==> src/rtl/ram32k_arbiter.sv <==
// Two-port byte/half/word arbiter onto a byte-wide RAM; ack at T+n+2 (3/4/6 cycles); loser holds req until granted.
// Fixed priority by FIXED_WINNER by default; define RAM32K_ARB_RR_EN for round-robin arbitration.
module ram32k_arbiter #(
  parameter int AW           = 15,
  parameter int FIXED_WINNER = 0
) (
  input  logic          clk,
  input  logic          rst_n,
  input  logic          p0_req,
  input  logic          p0_we,
  input  logic [1:0]    p0_size,
  input  logic [AW-1:0] p0_addr,
  input  logic [31:0]   p0_wdata,
  output logic          p0_ack,
  output logic [31:0]   p0_rdata,
  input  logic          p1_req,
  input  logic          p1_we,
  input  logic [1:0]    p1_size,
  input  logic [AW-1:0] p1_addr,
  input  logic [31:0]   p1_wdata,
  output logic          p1_ack,
  output logic [31:0]   p1_rdata,
  output logic [AW-1:0] ram_addr,
  output logic [7:0]    ram_din,
  output logic          ram_we,
  input  logic [7:0]    ram_dout,
  output logic          busy
);

  typedef enum logic [1:0] {IDLE, XFER, WAIT, ACK} state_t;

  state_t        state_q, state_d;
  logic          id_q, we_q;
  logic [1:0]    last_q, k_q, k_prev;
  logic [31:0]   wdata_q, rbuf_q, rd_final;
  logic          gnt_vld, gnt_id;
  logic          sel_we;
  logic [1:0]    sel_size, sel_last;
  logic [AW-1:0] sel_addr;
  logic [31:0]   sel_wdata;

`ifdef RAM32K_ARB_RR_EN
  logic lg_q;

  always_ff @(posedge clk) begin
    if (!rst_n)
      lg_q <= 1'b1;
    else if (state_q == IDLE && gnt_vld)
      lg_q <= gnt_id;
  end
`endif

  always_comb begin
    gnt_vld = p0_req | p1_req;
    gnt_id  = p1_req;
    if (p0_req && p1_req) begin
`ifdef RAM32K_ARB_RR_EN
      gnt_id = ~lg_q;
`else
      gnt_id = (FIXED_WINNER != 0);
`endif
    end
  end

  always_comb begin
    sel_we    = gnt_id ? p1_we    : p0_we;
    sel_size  = gnt_id ? p1_size  : p0_size;
    sel_addr  = gnt_id ? p1_addr  : p0_addr;
    sel_wdata = gnt_id ? p1_wdata : p0_wdata;
    case (sel_size)
      2'b00:   sel_last = 2'd0;
      2'b01:   sel_last = 2'd1;
      default: sel_last = 2'd3;
    endcase
  end

  // Final byte comes straight from ram_dout so rdata is ready in the ACK cycle.
  always_comb begin
    k_prev   = k_q - 2'd1;
    rd_final = rbuf_q;
    rd_final[{last_q, 3'b000} +: 8] = ram_dout;
  end

  always_ff @(posedge clk) begin
    if (!rst_n)
      state_q <= IDLE;
    else
      state_q <= state_d;
  end

  always_comb begin
    state_d = state_q;
    busy    = (state_q != IDLE);
    ram_we  = 1'b0;
    ram_din = wdata_q[{k_q, 3'b000} +: 8];
    p0_ack  = 1'b0;
    p1_ack  = 1'b0;
    case (state_q)
      IDLE: if (gnt_vld) state_d = XFER;
      XFER: begin
        ram_we = we_q & rst_n;
        if (k_q == last_q) state_d = WAIT;
      end
      WAIT: state_d = ACK;
      ACK: begin
        p0_ack  = ~id_q;
        p1_ack  = id_q;
        state_d = IDLE;
      end
      default: state_d = IDLE;
    endcase
  end

  always_ff @(posedge clk) begin
    if (!rst_n) begin
      id_q     <= 1'b0;
      we_q     <= 1'b0;
      last_q   <= 2'd0;
      k_q      <= 2'd0;
      wdata_q  <= 32'd0;
      rbuf_q   <= 32'd0;
      ram_addr <= '0;
      p0_rdata <= 32'd0;
      p1_rdata <= 32'd0;
    end else begin
      case (state_q)
        IDLE: begin
          if (gnt_vld) begin
            id_q     <= gnt_id;
            we_q     <= sel_we;
            last_q   <= sel_last;
            wdata_q  <= sel_wdata;
            ram_addr <= sel_addr;
            k_q      <= 2'd0;
            rbuf_q   <= 32'd0;
          end
        end
        XFER: begin
          // Registered RAM: the byte addressed last cycle is on ram_dout now.
          if (k_q != 2'd0)
            rbuf_q[{k_prev, 3'b000} +: 8] <= ram_dout;
          k_q <= k_q + 2'd1;
          if (k_q != last_q)
            ram_addr <= ram_addr + AW'(1);
        end
        WAIT: begin
          if (!we_q) begin
            if (id_q)
              p1_rdata <= rd_final;
            else
              p0_rdata <= rd_final;
          end
        end
        default: ;
      endcase
    end
  end

endmodule

==> config.mk <==
export PLATFORM = sky130hd
export DESIGN_NAME = ram32k_arbiter
export DESIGN_NICKNAME = d
export VERILOG_FILES = /design/src/rtl/ram32k_arbiter.sv
export SDC_FILE = /design/constraint.sdc
export NUM_CORES = 1
export LEC_CHECK = 0
export ABC_CLOCK_PERIOD_IN_PS = 2600
export CAP_MARGIN = 20
export CORE_ASPECT_RATIO = 1.25
export CORE_MARGIN = 1.5
export CORE_UTILIZATION = 33
export CTS_CLUSTER_DIAMETER = 40
export DETAILED_ROUTE_END_ITERATION = 16
export GPL_TIMING_DRIVEN = 1
export PLACE_DENSITY_LB_ADDON = 0.12
export SETUP_SLACK_MARGIN = 0.05
export SLEW_MARGIN = 20
export SYNTH_ARGS = -nofsm -noshare
export SYNTH_HDL_FRONTEND = slang
export SYNTH_SLANG_ARGS = --single-unit
==> constraint.sdc <==
create_clock -name clk -period 2.6 [get_ports clk]
set_input_delay 0.78 -clock clk [delete_from_list [all_inputs] [get_ports clk]]
set_output_delay 0.78 -clock clk [all_outputs]
set_load 0.03 [all_outputs]
Word-level counts from Yosys, hierarchy flattened
Index checks and enable logic that the tools add are counted.

word-level totals
  bits in registers = 151
  input bits = 112
  output and inout bits = 91

operators by class
  shift operators = 5
  multiplexer cells = 22
  bitwise operators = 4
  reductions and logical operators = 13
  add/subtract/negate cells = 5
  equality and inequality tests = 10

operators by type and width
  cell                                                  number
  2-to-1 mux 32 bit                                     3
  bitwise mux 32 bit                                    2
  case mux 32 bit (2 select lines)                      1
  variable shift 8 x 7 -> 32 bit, first input constant  2
  indexed part select 8 x 7 -> 32 bit                   2
  2-to-1 mux 15 bit                                     3
  indexed part select 32 x 6 -> 8 bit                   1
  case mux 15 bit (2 select lines)                      1
  adder 15 x 1 -> 15 bit, second input constant         1
  negator 5 -> 7 bit                                    2
  AND reduction 3 bit                                   4
  2-to-1 mux 2 bit                                      4
  inequality test 2 bit, second input constant          4
  case mux 2 bit (2 select lines)                       2
  case mux 2 bit (4 select lines)                       1
  AND reduction 2 bit                                   3
  nonzero test 2 bit                                    3
  2-to-1 mux 1 bit                                      5
  == test 2 x 1 -> 1 bit, second input constant         2
  == test 2 bit, second input constant                  2
  zero test 2 bit                                       2
  adder 2 x 1 -> 2 bit, second input constant           1
  == test 2 bit                                         1
  inequality test 2 bit                                 1
  5 further kinds                                       6

Depth between registers and ports, before layout
Gate-level depths: netlist of the first run.

  depth after elaboration = 6
  gate-level depth with buffers = 10
  gate-level depth less buffers = 7

Worst setup path after synthesis of the first run
OpenSTA, ideal clock, no wires.

  path type = register to output
  start point = register state_q[1]
  end point = output port ram_we
  data required time = 1820 ps
  arrival time = 1588 ps
  setup slack = 232 ps
  cell stages (with the launch flop) = 7
  cells stage by stage = dfxtp_1 inv_1 ha_1 clkbuf_1 buf_2 buf_1 and3_1

between the ends
  longest elaborated chain between the ends = 2

ends and longest elaborated chain
  element                 RTL line  text
  from (decl)             32        state_t state_q, state_d;
  from (signal assigned)  88        state_q <= state_d;
  == test 2 x 1 -> 1 bit  98        case (state_q)
  2-to-1 mux 1 bit        98
  to (decl)               25        output logic ram_we,

Every way passes these cells.

Worst setup path after layout of the first run
  start point = register k_q[0]
  end point = output port ram_din[3]

between the ends
  longest elaborated chain between the ends = 1

ends and longest elaborated chain
  element                              RTL line  text
  from (decl)                          34        logic [1:0] last_q, k_q, k_prev;
  from (signal assigned)               142       k_q <= k_q + 2'd1;
  indexed part select 32 x 6 -> 8 bit  95        ram_din = wdata_q[{k_q, 3'b000} +: 8];
  to (decl)                            24        output logic [7:0] ram_din,

Every way passes these cells.

==> impl_metrics.tcl, run 1 <==
set metrics [dict create \
    crit_required_ps 1820 \
    slew_viol_final 0 \
    rsz0062_at_grt "no" \
    nets 1146 \
    clockRootBuffer "clkbuf_16" \
    p_leak_uw 0.003770 \
    grt_max_degree 65 \
    grt_pass1_vias 6125 \
    crit_path_start_kind "flop" \
    ys_types 60 \
    final_layout_size_suffix_gt1_frac 0.1017 \
    critPathCaptureType "output port" \
    yosysWarningCount 0 \
    synthFlopType "dfxtp_1" \
    syn_area_mm2 0.007004 \
    hold_path_class "flop to flop" \
    drtPass1Iterations 4 \
    hold_viol 0 \
    stdcell_area_mm2 0.01006 \
    cts_sinks 151 \
    drcViolationCount 0 \
    layout_commonest_cell "clkdlybuf4s50_1" \
    cts_hold_buffers 0 \
    htree_levels 4 \
    fmax_mhz 406.2 \
    die_h_um 165.9 \
    syn_area_per_cell_um2 8.439 \
    wl_mm 20.32 \
    maxSlewHeadroom 0.5784 \
    start_util 0.3365 \
    maxCapViolCount 0 \
    arrival_ps 1680 \
    numPortBuffers 202 \
    p_per_area_mw_per_mm2 991.0 \
    numCtsBuffers 17 \
    grt_usage 0.1870 \
    post-route-period-util 0.9469 \
    row_count 59 \
    die_w_um 133.3 \
    synth_nets 957 \
    post-cts-setup-buffers 0 \
    drt_iter0_markers 307 \
    postPlaceCellArea_mm2 0.009483 \
    worstSkewPairLatency_ps 420 \
    status "finished, final reports clean" \
    ys_ff_latch 151 \
    finalSetupViolations 0 \
    final_cell_mix "clkdlybuf4s50_1 (189), dfxtp_1 (151), nand2_1 (130), nor2_1 (101), a211oi_1 (62)" \
    critPathMaxFanout 9 \
    place_hpwl_mm 14.43 \
    vias 6393 \
    fp.dieArea_mm2 0.02211 \
    antenna_found_initial 0 \
    synthCells 830 \
    critPathKind "flop to output port" \
    io_pins 203 \
    n_antenna_cell 0 \
    dp_cells 1274 \
    routedWlPerCell_um 15.56 \
    antenna_left 0 \
    utilization 0.4834 \
    peakVddDrop_uv 529.3 \
    grt_pass1_wl_mm 33.09 \
    finalSetupTns_ps 0 \
    stdcell_count 1306 \
    synthArstFlopShare 0 \
    cts_max_path_buffers 2 \
    grt_remaining_overflow 0 \
    clk_pin_slew_ps 60 \
    synth_edf_count 0 \
    period_needed_ps 2462 \
    tightest_slew_ps 632.4 \
    cts_tree "yes" \
    vias_per_cell 4.895 \
    yosysSeqAreaShare 0.4316 \
    fillerInstances 2078 \
    p_total_uw 9971 \
    skew_ps 11.22 \
    core_area_mm2 0.02082 \
    cts_resized 34 \
    gp_congestion 0.7806 \
    area_growth_pct 43.66 \
]
report_power, final:
part	internal, µW	switching [µW]	leakage [µW]	total (µW)
combinational	1720	2520	0.00224	4240
clock	1590	985	0.000295	2570
sequential	2800	365	0.00123	3160
logic make-up after synthesis:
kind of cell	Yosys count	share of synthesized area
xor gates and xnor gates	3	0.005895
and+or+nand+nor	354	0.2360
muxes	14	0.03448
AOI/OAI and AO/OA	219	0.2197
DFF	151	0.4316
adders and majority gates	15	0.02680
buffers and inverters	74	0.04555
critical path: stages (launching register included):
cell and delay [ps]:
dfxtp_1 370, buf_12 170, mux4_2 510, clkbuf_2 210
cells in the mapped netlist, types with 4 or more instances:
master / count / area [µm²]
nor3_1: 6 / 30.03
o211a_1: 12 / 120.1
a22o_1: 9 / 78.83
nand2_1: 130 / 488.0
a21oi_1: 50 / 250.2
mux4_2: 8 / 180.2
clkbuf_1: 38 / 142.6
and2_1: 21 / 131.4
o21ai_1: 8 / 40.04
inv_1: 9 / 33.78
o211ai_1: 6 / 45.04
buf_2: 12 / 60.06
and3_1: 6 / 37.54
buf_1: 11 / 41.29
a311oi_1: 26 / 227.7
mux2i_1: 5 / 50.05
o21ai_0: 21 / 105.1
dfxtp_1: 151 / 3023
ha_1: 15 / 187.7
nand3_1: 25 / 125.1
a31oi_1: 4 / 25.02
a211oi_1: 62 / 465.5
nor2b_1: 35 / 219.0
nor2_1: 102 / 382.9
registers in the layout, indices dropped and copies added, names as in the netlist:
name	cells
p0_rdata	32
last_q	2
ram_addr	15
wdata_q	32
k_q	2
id_q	1
p1_rdata	32
rbuf_q	32
we_q	1
state_q	2
path summary, 6_finish.rpt:
| check | depth (start not counted) | end | slack, ps | from |
|---|---|---|---|---|
| max reg2reg | 5 | p1_rdata[23] | 500 | last_q[0] |
| max | 3 | ram_din[3] | 140 | k_q[0] |
| min reg2reg | 2 | rbuf_q[1] | 450 | rbuf_q[1] |
| min | 2 | rbuf_q[1] | 450 | rbuf_q[1] |
stage by stage:
| stage | setup slack (ps) | hold slack (ps) |
|---|---|---|
| floorplan | 232.3 | 421.4 |
| global placement | 39.32 | 431.3 |
| detailed placement | 16.88 | 435.6 |
| CTS | -64.45 | 447.4 |
| global route | 67.70 | 470.1 |
| finish | 138.0 | 445.2 |
layout make-up:
class / instances / area, µm² / share of cell area
Clock buffer: 21 / 470.5 / 0.04675
Clock inverter: 11 / 145.1 / 0.01442
Inverter: 9 / 33.78 / 0.003357
Multi-Input combinational cell: 605 / 3689 / 0.3666
Sequential cell: 151 / 3023 / 0.3004
Tap cell: 274 / 342.8 / 0.03407
Timing Repair Buffer: 235 / 2359 / 0.2344
metal layers:
| layer | wire [µm] | share of wire | track usage |
|---|---|---|---|
| met5 | 0 | 0 | 0 |
| met2 | 9730 | 0.48 | 0.3084 |
| met3 | 1056 | 0.052 | 0.04579 |
| met4 | 277 | 0.014 | 0.05293 |
| met1 | 9254 | 0.46 | 0.2427 |
Note: power is estimated with default switching activity, not from simulation.
==> run 2, diff against run 1 <==
- CTS_CLUSTER_DIAMETER: 40 -> default
==> results of run 2 <==
Same layout as run 1: the final DEF is identical, and so are final timing and power.
==> run 3, diff against run 2 <==
- CAP_MARGIN: 20 -> 15
==> results of run 3 <==
Same layout as run 1: the final DEF is identical, and so are final timing and power.
